File: src/rtl/silife_stepper.sv
// Generation stepper for the silife grid: Wishbone-controlled prescaler that paces o_step pulses.
// Define SILIFE_STEPPER_IRQ_EN to build the registered completion interrupt and the stored CTRL.irq_en bit.
module silife_stepper #(
   parameter int PRESCALE_BITS = 24,
   parameter int GEN_BITS      = 32
) (
   input  logic        clk,
   input  logic        reset,
   input  logic        i_wb_cyc,
   input  logic        i_wb_stb,
   input  logic        i_wb_we,
   input  logic [23:0] i_wb_addr,
   input  logic [31:0] i_wb_data,
   output logic        o_wb_ack,
   output logic [31:0] o_wb_data,
   input  logic        i_sync_busy,
   output logic        o_step,
   output logic        o_running,
   output logic        o_irq
);

   localparam logic [23:0] ADDR_CTRL   = 24'h000000;
   localparam logic [23:0] ADDR_PERIOD = 24'h000004;
   localparam logic [23:0] ADDR_COUNT  = 24'h000008;
   localparam logic [23:0] ADDR_GEN    = 24'h00000C;
   localparam logic [23:0] ADDR_STATUS = 24'h000010;

   typedef enum logic [1:0] {S_IDLE, S_COUNT, S_HOLD, S_STEP} state_t;

   state_t                   state, state_nxt;
   logic                     run, run_nxt, count_mode, done, single_pend;
   logic                     irq_en_rd, step_pending;
   logic [PRESCALE_BITS-1:0] period, presc;
   logic [GEN_BITS-1:0]      count, gen;
   logic [31:0]              rd_data;
   logic                     wb_req, wr, wr_ctrl, wr_period, wr_count, wr_gen, wr_status;
   logic                     step_wr, run_step, finishing;

   // A new request is only accepted while ack is low, so a held strobe gives one ack per access.
   assign wb_req    = i_wb_cyc & i_wb_stb & ~o_wb_ack;
   assign wr        = wb_req & i_wb_we;
   assign wr_ctrl   = wr & (i_wb_addr == ADDR_CTRL);
   assign wr_period = wr & (i_wb_addr == ADDR_PERIOD);
   assign wr_count  = wr & (i_wb_addr == ADDR_COUNT);
   assign wr_gen    = wr & (i_wb_addr == ADDR_GEN);
   assign wr_status = wr & (i_wb_addr == ADDR_STATUS);
   assign step_wr   = wr_ctrl & i_wb_data[1];

   // A step taken while a single step is pending is the single step; it never touches COUNT.
   assign run_step  = (state == S_STEP) & ~single_pend;
   assign finishing = run_step & count_mode & (count <= GEN_BITS'(1));

   always_comb begin
      run_nxt = run;
      if (wr_ctrl)
         run_nxt = i_wb_data[0] & ~(i_wb_data[2] & (count == '0));
      else if (finishing)
         run_nxt = 1'b0;
   end

   always_ff @(posedge clk) begin
      if (reset) state <= S_IDLE;
      else       state <= state_nxt;
   end

   // PERIOD=0 skips COUNT entirely so step spacing stays PERIOD+2 for every PERIOD.
   always_comb begin
      state_nxt = state;
      case (state)
         S_IDLE: begin
            if (step_wr | single_pend) state_nxt = S_HOLD;
            else if (run)              state_nxt = (period == '0) ? S_HOLD : S_COUNT;
         end
         S_COUNT: begin
            if (!run && !single_pend)                        state_nxt = S_IDLE;
            else if (single_pend || presc == PRESCALE_BITS'(1)) state_nxt = S_HOLD;
         end
         S_HOLD: begin
            if (!run && !single_pend) state_nxt = S_IDLE;
            else if (!i_sync_busy)    state_nxt = S_STEP;
         end
         S_STEP: begin
            if (step_wr)      state_nxt = S_HOLD;
            else if (run_nxt) state_nxt = (period == '0) ? S_HOLD : S_COUNT;
            else              state_nxt = S_IDLE;
         end
         default: state_nxt = S_IDLE;
      endcase
   end

   always_comb begin
      o_step       = (state == S_STEP);
      step_pending = (state == S_HOLD);
   end

   assign o_running = run;

   always_ff @(posedge clk) begin
      if (reset) begin
         run         <= 1'b0;
         count_mode  <= 1'b0;
         period      <= '0;
         presc       <= '0;
         count       <= '0;
         gen         <= '0;
         done        <= 1'b0;
         single_pend <= 1'b0;
      end else begin
         run         <= run_nxt;
         single_pend <= step_wr | (single_pend & (state != S_STEP));
         done        <= finishing | (done & ~(wr_status & i_wb_data[1]));
         if (wr_ctrl)   count_mode <= i_wb_data[2];
         if (wr_period) period     <= i_wb_data[PRESCALE_BITS-1:0];
         if (state != S_COUNT && state_nxt == S_COUNT)
            presc <= period;
         else if (state == S_COUNT && presc != '0)
            presc <= presc - PRESCALE_BITS'(1);
         if (wr_count)
            count <= i_wb_data[GEN_BITS-1:0];
         else if (run_step && count_mode && count != '0)
            count <= count - GEN_BITS'(1);
         if (wr_gen)                gen <= '0;
         else if (state == S_STEP)  gen <= gen + GEN_BITS'(1);
      end
   end

`ifdef SILIFE_STEPPER_IRQ_EN
   logic irq_en;
   always_ff @(posedge clk) begin
      if (reset) begin
         irq_en <= 1'b0;
         o_irq  <= 1'b0;
      end else begin
         if (wr_ctrl) irq_en <= i_wb_data[3];
         o_irq <= done & irq_en;
      end
   end
   assign irq_en_rd = irq_en;
`else
   assign irq_en_rd = 1'b0;
   assign o_irq     = 1'b0;
`endif

   always_comb begin
      rd_data = '0;
      case (i_wb_addr)
         ADDR_CTRL: begin
            rd_data[0] = run;
            rd_data[2] = count_mode;
            rd_data[3] = irq_en_rd;
         end
         ADDR_PERIOD: rd_data[PRESCALE_BITS-1:0] = period;
         ADDR_COUNT:  rd_data[GEN_BITS-1:0]      = count;
         ADDR_GEN:    rd_data[GEN_BITS-1:0]      = gen;
         ADDR_STATUS: rd_data[2:0]               = {step_pending, done, run};
         default:     rd_data = '0;
      endcase
   end

   always_ff @(posedge clk) begin
      if (reset) begin
         o_wb_ack  <= 1'b0;
         o_wb_data <= '0;
      end else begin
         o_wb_ack  <= wb_req;
         o_wb_data <= wb_req ? rd_data : 32'h0;
      end
   end

endmodule

File: config.mk
export PLATFORM = sky130hd
export DESIGN_NAME = silife_stepper
export DESIGN_NICKNAME = d
export VERILOG_FILES = /design/src/rtl/silife_stepper.sv
export SDC_FILE = /design/constraint.sdc
export NUM_CORES = 1
export LEC_CHECK = 0
export CAP_MARGIN = 10
export CORE_UTILIZATION = 32
export CTS_BUF_LIST = sky130_fd_sc_hd__clkbuf_8
export DETAILED_ROUTE_END_ITERATION = 7
export PLACE_DENSITY = 0.6
export SYNTH_ARGS = -nofsm -noshare
export SYNTH_HDL_FRONTEND = slang
export SYNTH_SLANG_ARGS = --single-unit
File: constraint.sdc
create_clock -name clk -period 6.7 [get_ports clk]
set_input_delay 1.675 -clock clk [delete_from_list [all_inputs] [get_ports clk]]
set_output_delay 1.675 -clock clk [all_outputs]
set_load 0.01 [all_outputs]
# Word-level counts from Yosys, hierarchy flattened
# Cells that the tools add are included.
# totals
reg_bits,151
input_bits,62
out_inout_bits,36
word_cells,92
# op_classes
addsub,3
magnitude_cmp,1
n_eq_ne,11
muxes,22
bitwise_logic,25
reduce_logical,19
# ops
cell,count
32-bit 2-to-1 mux,2
20-bit case mux with 3 select lines,1
24-bit by 4-bit == test with 1-bit output (second input constant),2
24-bit zero test,2
24-bit 2-to-1 mux,2
32-bit by 1-bit adder with 32-bit output (second input constant),1
32-bit by 1-bit less-or-equal comparator with 1-bit output (second input constant),1
32-bit zero test,1
32-bit nonzero test,1
32-bit by 1-bit subtractor with 32-bit output (second input constant),1
24-bit by 1-bit == test with 1-bit output (second input constant),1
24-bit by 3-bit == test with 1-bit output (second input constant),1
24-bit by 5-bit == test with 1-bit output (second input constant),1
24-bit nonzero test,1
24-bit by 1-bit subtractor with 24-bit output (second input constant),1
2-bit 2-to-1 mux,9
1-bit AND,17
8-bit case mux with 2 select lines,1
1-bit case mux with 4 select lines,2
2-bit case mux with 4 select lines,1
2-bit OR reduction,3
1-bit logical AND,5
1-bit inverter,5
1-bit case mux with 5 select lines,1
other kinds (11),18

# Logic depth before layout (Yosys ltp)
# Gate-level depths: netlist of run 1.
# depth
ltp_word,12
mapped_depth,10
mapped_depth_nobuf,9

# Least setup slack after synthesis of run 1
# OpenSTA, ideal clock, no wires.
# synth_timing
path_kind,in2reg
startpoint,input i_wb_addr[16]
endpoint,register presc[5]
setup_ns,0.081
arrival_time_ns,4.148
required_ns,6.619
slack_ns,2.471
path_stages,9
path_buffers,1
path_cell_list,or4_4 -> or4b_4 -> nor4_4 -> mux2i_1 -> a211oi_2 -> o21ai_4 -> buf_8 -> nor2_2 -> a211oi_2
# synth_between
elab_chain_len,9
elab_cells_between_ends,13
classes_between,eq/ne (1); mux (6); bitwise (3); reduce/logical (3)
# synth_lines
element,line_no,rtl
from (decl),12,"input logic [23:0] i_wb_addr,"
24-bit zero test *,42,assign wr_ctrl = wr & (i_wb_addr == ADDR_CTRL);
1-bit AND *,42,
1-bit 2-to-1 mux or 1-bit AND (tied branches),"55, 47",
2-bit 2-to-1 mux or 1-bit bitwise OR (tied branches),"84, 71",
2-bit 2-to-1 mux (on tied branches),"83, 71",
2-bit case mux with 4 select lines *,69,case (state)
2-bit by 1-bit == test with 1-bit output *,114,if (state != S_COUNT && state_nxt == S_COUNT)
1-bit logical AND *,114,
24-bit 2-to-1 mux or 2-bit nonzero test (tied branches),-,
to (signal assigned),115,presc <= period;
to (signal assigned),117,presc <= presc - PRESCALE_BITS'(1);
to (decl),33,"logic [PRESCALE_BITS-1:0] period, presc;"
# Every way passes the cells marked *; elsewhere a longest branch is shown, timed or not.
# A chain may end at the register's enable or synchronous reset.

# Final worst setup path of run 1
# layout_timing
startpoint,input i_wb_addr[16]
endpoint,register presc[13]
# The elaborated chain is that of the path after synthesis.

==> impl_metrics.csv, run 1 <==
group,metric,value,unit
setup_path,reg2reg_slack,3170,ps
setup_path,cp.arrival,5270,ps
clock_network,cts_root_buffer,"clkbuf_8",
routing,ant_nets,0,
setup_path,cpLargestDelayFamily,"simple AND/OR/NAND/NOR gates",
placed_design,place.gp.congestion,0.806,
power,p_per_area,188,nW/um^2
clock_network,h-tree-depth,4,
sta,skew,18.4,ps
sta,tightest_slew,1000,ps
global_route,grt_pass1_vias,6226,
power,p_leak,3.11,nW
setup_path,crit_chain,"clkdlybuf4s50_1 -> or4_4 -> or4b_4 -> nor4_4 -> mux2i_1 -> a211oi_2 -> o21ai_4 -> buf_4 -> nor2_2 -> a211oi_2",
sta,finalSetupViolCount,0,
synthesis,synthTopCellsByArea,"dfxtp_1 41%, nor2_1 7.4%, mux2i_1 4.9%",
floorplanning,die_y,154,um
global_route,antenna_found_initial,0,
setup_path,crit_required,7080,ps
clock_network,cts_resized,0,
synthesis,synth-xor-area-share,0.0914,
synthesis,ys_warn_count,0,
synthesis,yosys.area_share.adder,0.0102,
synthesis,synth.top_cell.area_share,0.410,
clock_network,cts_tree,"yes",
routing,wl,20400,um
sta,layout_min_cycle_time,4880,ps
power,max-vdd-ir-drop,0.000118,V
routing,drtIter0Drc,439,
clock_network,clk_pin_slew_worst_paths,90,ps
synthesis,muxShareOfSynthArea,0.0504,
floorplanning,dieArea,23700,sq um
sta,final_max_slew_viol_count,0,
sta,rsz0062_at_grt,"false",
finish,final_util,0.395,
global_route,grt_max_degree,60,
setup_path,cp_num_buf_inv,2,
floorplanning,start_util,0.326,
floorplanning,die_w,154,um
sta,max_freq,205,MHz
synthesis,synth_nets,943,
placed_design,port_buffers,96,
floorplanning,io_pins,98,
synthesis,synth-edff-count,0,
synthesis,avgSynthCellArea,8.43,sq um
setup_path,worstSetupStartpointType,"primary input",
sta,finalCritPeriodShare,0.729,
clock_network,cts_setup_buffers,0,
min_path,hp-class,"reg2reg",
clock_network,cts_buffer_depth,2,
synthesis,async_reset_ff_frac,0,
global_route,gr-total-overflow,0,
clock_network,hold_buffers,0,
global_route,grt_first_pass_wirelength,33000,um
finish,seqCellArea,3020,sq um
setup_path,cpMostUsedCell,"a211oi_2",
synthesis,synthSimpleGateAreaFrac,0.268,
routing,route.vias.total,6374,
finish,layout-drive-gt1-share,0.0983,
finish,multi_input_area,4120,sq um
clock_network,clock_sinks,151,
setup_path,critPathMaxStageDelay,690,ps
synthesis,synth_top_family_by_area,"simple AND/OR/NAND/NOR gates",
global_route,grtUsageTotal,0.178,
floorplanning,core,22600,sq um
sta,slew_headroom,0.329,
synthesis,ys.flop_type,"dfxtp_1",
floorplanning,rows,55,
min_path,hold_start,"done",
routing,dr.pass1.iters,5,
finish,areaGrowthSynthToFinish,21.2,%
run,drv_cap,0,
setup_path,slowest_stage,"o21ai_4",
setup_path,critPathMaxFanout,22,
synthesis,synth_compound_area_frac,0.136,
routing,routedWlPerCell,16.3,um
synthesis,synth_seq_area_share,0.410,
sta,finalSetupTns,0,ps
placed_design,dp_hpwl,14900,um
routing,remaining_drc_errors,0,
clock_network,clk_latency,470,ps
synthesis,synth_area,7380,sq um
setup_path,r2r_start,"count[8]",
synthesis,yosys.area.top_type,"dfxtp_1",
sta,final-hold-violation-count,0,
finish,fin_nets,1021,
synthesis,synth-seq-cells,151,
synthesis,synthCells,875,
clock_network,numCtsBuffers,17,
status,status,"complete, no violations",
setup_path,critPathCaptureType,"register",
finish,diodes,0,
setup_path,cp-startpoint,"i_wb_addr[16]",
finish,nFillCells,2324,
synthesis,synth_cell_types,61,
setup_path,critical_path_class,"in2reg",
routing,viasPerCell,5.10,
final timing paths:
path / cells after the start / end
setup / recovery: 10 / presc[13]
hold / removal: 2 / done
setup reg to reg: 9 / presc[13]
hold reg to reg: 2 / done
sequential cells by signal, indices dropped and copies added, names as in the netlist:
register,cells
count,32
gen,32
o_wb_data,32
period,24
presc,24
state,2
count_mode,1
done,1
o_running,1
o_wb_ack,1
single_pend,1
metrics by stage:
| step | setup slack, ps | instance area (sq um) | power [mW] | std cells | hold slack (ps) |
|---|---|---|---|---|---|
| after floorplan | 2470 | 7380 | 0.943 | 875 | 437 |
| after global routing | 1630 | 8940 | 1.74 | 1251 | 509 |
| after detailed placement | 1350 | 8550 | 0.994 | 1219 | 453 |
| final | 1820 | 8940 | 1.69 | 1251 | 464 |
| after CTS | 1840 | 8940 | 1.70 | 1251 | 465 |
| after global placement | 1400 | 8550 | 0.995 | 1219 | 450 |
power by group:
group	internal, mW	switching (mW)
combinational	0.0385	0.0384
sequential	0.897	0.000191
clock	0.343	0.369
synth_stat cells, drive strengths merged (3+ instances only):
cell type / number
or3: 9
or2: 4
clkbuf: 38
a211oi: 47
nor4: 28
nor2: 165
mux2i: 36
nor3: 35
xor2: 36
a21oi: 60
nand2b: 6
nand4b: 4
xnor2: 41
ha: 6
and2: 3
inv: 11
and3: 13
o21ai: 12
nor2b: 4
or4: 7
buf: 6
dfxtp: 151
nand4: 12
nand3: 17
nand2: 92
cell usage in the layout (no fill, tap or decap), drive strengths merged, types with 3 or more instances in the layout:
master         count
nor2             165
dfxtp            151
clkdlybuf4s50     94
nand2             92
a21oi             60
a211oi            47
xnor2             41
mux2i             36
xor2              36
nor3              35
nor4              28
clkbuf            18
nand3             17
inv               15
and3              13
nand4             12
o21ai             12
or3                9
buf                9
or4                7
nand2b             6
ha                 6
clkinv             6
nand4b             4
nor2b              4
or2                4
and2               3
clkinvlp           3
final cells by class:
class / count / area share
inverters: 12 / 0.00504
repair buffers: 103 / 0.112
clock inverters: 14 / 0.0166
flip-flops and latches: 151 / 0.338
well taps: 285 / 0.0399
clock buffers: 18 / 0.0277
multi-input cells: 668 / 0.460
routing by layer:
| layer | GRT usage | vias to the layer above | wire length, um |
|---|---|---|---|
| met5 | 0 | - | 0 |
| met4 | 0.0514 | 0 | 222 |
| met3 | 0.0375 | 17 | 1020 |
| met2 | 0.287 | 146 | 9440 |
| met1 | 0.239 | 3003 | 9690 |
| li1 | - | 3208 | - |
worst min-delay path, delay by kind of cell, from the launching register on:
| family | cells | cell delay [ps] |
|---|---|---|
| AND/OR/NAND/NOR | 1 | 50 |
| AO/OA/AOI/OAI | 1 | 50 |
| flip-flops | 1 | 320 |
cell families after synthesis:
logic type | count (synthesis)
simple gates | 408
flops | 151
compound gates | 139
xor+xnor | 77
buf+inv | 56
mux | 37
fa+ha+maj | 6
other cells | 1
No activity file was read; power rests on OpenSTA's default activity.
==> run 2: changes to the inputs <==
--- a/config.mk
+++ b/config.mk
@@ -9,7 +9,7 @@
 export CORE_UTILIZATION = 32
 export CTS_BUF_LIST = sky130_fd_sc_hd__clkbuf_8
 export DETAILED_ROUTE_END_ITERATION = 7
-export PLACE_DENSITY = 0.6
+export PLACE_DENSITY = 0.62
 export SYNTH_ARGS = -nofsm -noshare
 export SYNTH_HDL_FRONTEND = slang
 export SYNTH_SLANG_ARGS = --single-unit
==> constraint.sdc (replaced) <==
create_clock -name clk -period 4.3 [get_ports clk]
set_input_delay 1.075 -clock clk [delete_from_list [all_inputs] [get_ports clk]]
set_output_delay 1.075 -clock clk [all_outputs]
set_load 0.01 [all_outputs]
==> run 2 against run 1 <==
  * Utilization rose by 0.29 points
  * Highest routed layer unchanged
  * Non-clock buffer count rose by 5
  * Largest power group unchanged
  * Die area did not move
  * Setup slack got worse by 1400 ps
  * Largest cell class unchanged
==> impl_metrics.csv, run 2 (synthesis gave the netlist of run 1 again) <==
group,metric,value,unit
setup_path,crit_required,4590,ps
routing,dr.pass1.iters,4,
routing,route.vias.total,6393,
floorplanning,rows,55,
floorplanning,dieArea,23700,sq um
sta,tightest_slew,1080,ps
setup_path,critPathCaptureType,"register",
global_route,grt-busiest-layer,"met2",
clock_network,cts_root_buffer,"clkbuf_8",
sta,max_freq,258,MHz
routing,routedWlPerCell,16.2,um
global_route,grtUsageTotal,0.179,
setup_path,crit_cells,10,
routing,ant_nets,0,
setup_path,slowest_stage,"or4b_4",
setup_path,cpMostUsedCell,"mux2i_1",
setup_path,cp-startpoint,"i_wb_addr[16]",
placed_design,port_buffers,96,
floorplanning,core,22600,sq um
run,drv_cap,0,
setup_path,critPathMaxStageDelay,590,ps
status,status,"complete, no violations",
finish,layout-drive-gt1-share,0.103,
clock_network,clk_pin_slew_worst_paths,100,ps
clock_network,cts_tree,"yes",
clock_network,cts_resized,0,
finish,fin_nets,1026,
sta,finalSetupViolCount,0,
placed_design,place.gp.congestion,0.812,
setup_path,cpLargestDelayFamily,"simple AND/OR/NAND/NOR gates",
finish,stdcell_count,1256,
clock_network,cts_setup_buffers,0,
setup_path,cp.arrival,4160,ps
sta,slew_headroom,0.277,
global_route,met1_usage,0.244,
floorplanning,die_w,154,um
setup_path,reg2reg_depth,9,
global_route,grt_pass1_vias,6242,
global_route,gr-total-overflow,0,
sta,layout_min_cycle_time,3870,ps
setup_path,critPathMaxFanout,29,
sta,final-hold-violation-count,0,
sta,skew,19.8,ps
finish,design_area,9010,sq um
finish,final_common_cell,"dfxtp_1",
min_path,hp-class,"reg2reg",
global_route,grtUsageMet2,0.285,
clock_network,h-tree-depth,4,
setup_path,cp_num_buf_inv,2,
clock_network,numCtsBuffers,17,
power,max-vdd-ir-drop,0.000180,V
setup_path,critical_path_class,"in2reg",
setup_path,reg2reg_slack,930,ps
finish,nFillCells,2254,
setup_path,r2r_start,"count[8]",
global_route,antenna_found_initial,0,
setup_path,worstReg2RegEnd,"presc[16]",
power,p_per_area,292,nW/um^2
clock_network,hold_buffers,0,
global_route,grt_first_pass_wirelength,33500,um
placed_design,dpl_cell_area,8610,sq um
global_route,grt_max_degree,87,
routing,drtIter0Drc,417,
placed_design,dp_hpwl,14800,um
setup_path,worstSetupStartpointType,"primary input",
clock_network,clk_latency,460,ps
global_route,gr-usage-met3,0.0369,
floorplanning,io_pins,98,
sta,rsz0062_at_grt,"false",
sta,finalCritPeriodShare,0.901,
power,p_leak,3.15,nW
clock_network,clock_sinks,151,
setup_path,crit_path_end,"presc[16]",
finish,diodes,0,
routing,remaining_drc_errors,0,
routing,wl,20400,um
routing,viasPerCell,5.09,
finish,final_util,0.398,
setup_path,crit_chain,"clkdlybuf4s50_1 -> or4_4 -> or4b_4 -> nor4_4 -> mux2i_1 -> a211oi_2 -> o21ai_4 -> buf_12 -> mux2i_1 -> nor2_1",
placed_design,place_inst,1224,
sta,finalSetupTns,0,ps
clock_network,cts_buffer_depth,2,
finish,layout_common_cells,"151 x dfxtp_1, 146 x nor2_1, 94 x clkdlybuf4s50_1, 92 x nand2_1, 60 x a21oi_1",
min_path,holdPathStages,2,
floorplanning,die_y,154,um
finish,areaGrowthSynthToFinish,22.1,%
floorplanning,start_util,0.326,
sta,final_max_slew_viol_count,0,
finish,top_regs,"count x32, gen x32, o_wb_data x32",
## run 2: through the flow
| stage | setup slack [ps] | total power, mW | hold WS (ps) |
|---|---|---|---|
| floorplan | 671 | 1.47 | 437 |
| global placement | 73.3 | 1.55 | 453 |
| detailed placement | -33.9 | 1.55 | 455 |
| CTS | 451 | 2.66 | 469 |
| global route | 239 | 2.73 | 516 |
| finish | 427 | 2.63 | 468 |
## run 2: worst min-delay path by stage
stage / to / slack, ps / from
2_1_floorplan: done / 440 / done
3_3_place_gp: done / 450 / done
3_5_place_dp: done / 460 / done
4_1_cts: done / 470 / done
5_1_grt: done / 520 / done
6_report: done / 470 / done
## run 2: routing by layer
layer | routed length (um) | part of all wire
met5 | 0 | 0
met4 | 253 | 0.012
met3 | 1010 | 0.049
met2 | 9380 | 0.46
met1 | 9770 | 0.48
## run 2: area by class of cell
| class | count | area (sq um) | share of cell area |
|---|---|---|---|
| tap | 285 | 357 | 0.0396 |
| timing repair buffer | 108 | 1070 | 0.119 |
| clock inverter | 14 | 151 | 0.0168 |
| sequential | 151 | 3020 | 0.336 |
| inverter | 12 | 45.0 | 0.00500 |
| clock buffer | 18 | 248 | 0.0275 |
| multi-input combinational | 668 | 4120 | 0.457 |
## run 2: power by group
| part | switching, mW | internal, mW | leakage, nW |
|---|---|---|---|
| registers | 0.000264 | 1.40 | 1.22 |
| clock network | 0.582 | 0.536 | 0.205 |
| logic | 0.0594 | 0.0600 | 1.73 |
## run 2: tightest hold or removal path: cells and delay by family, from the launching register on
kind / cells / cell delay, ps
AND/OR/NAND/NOR: 1 / 50
flip-flops: 1 / 320
AO/OA/AOI/OAI: 1 / 50
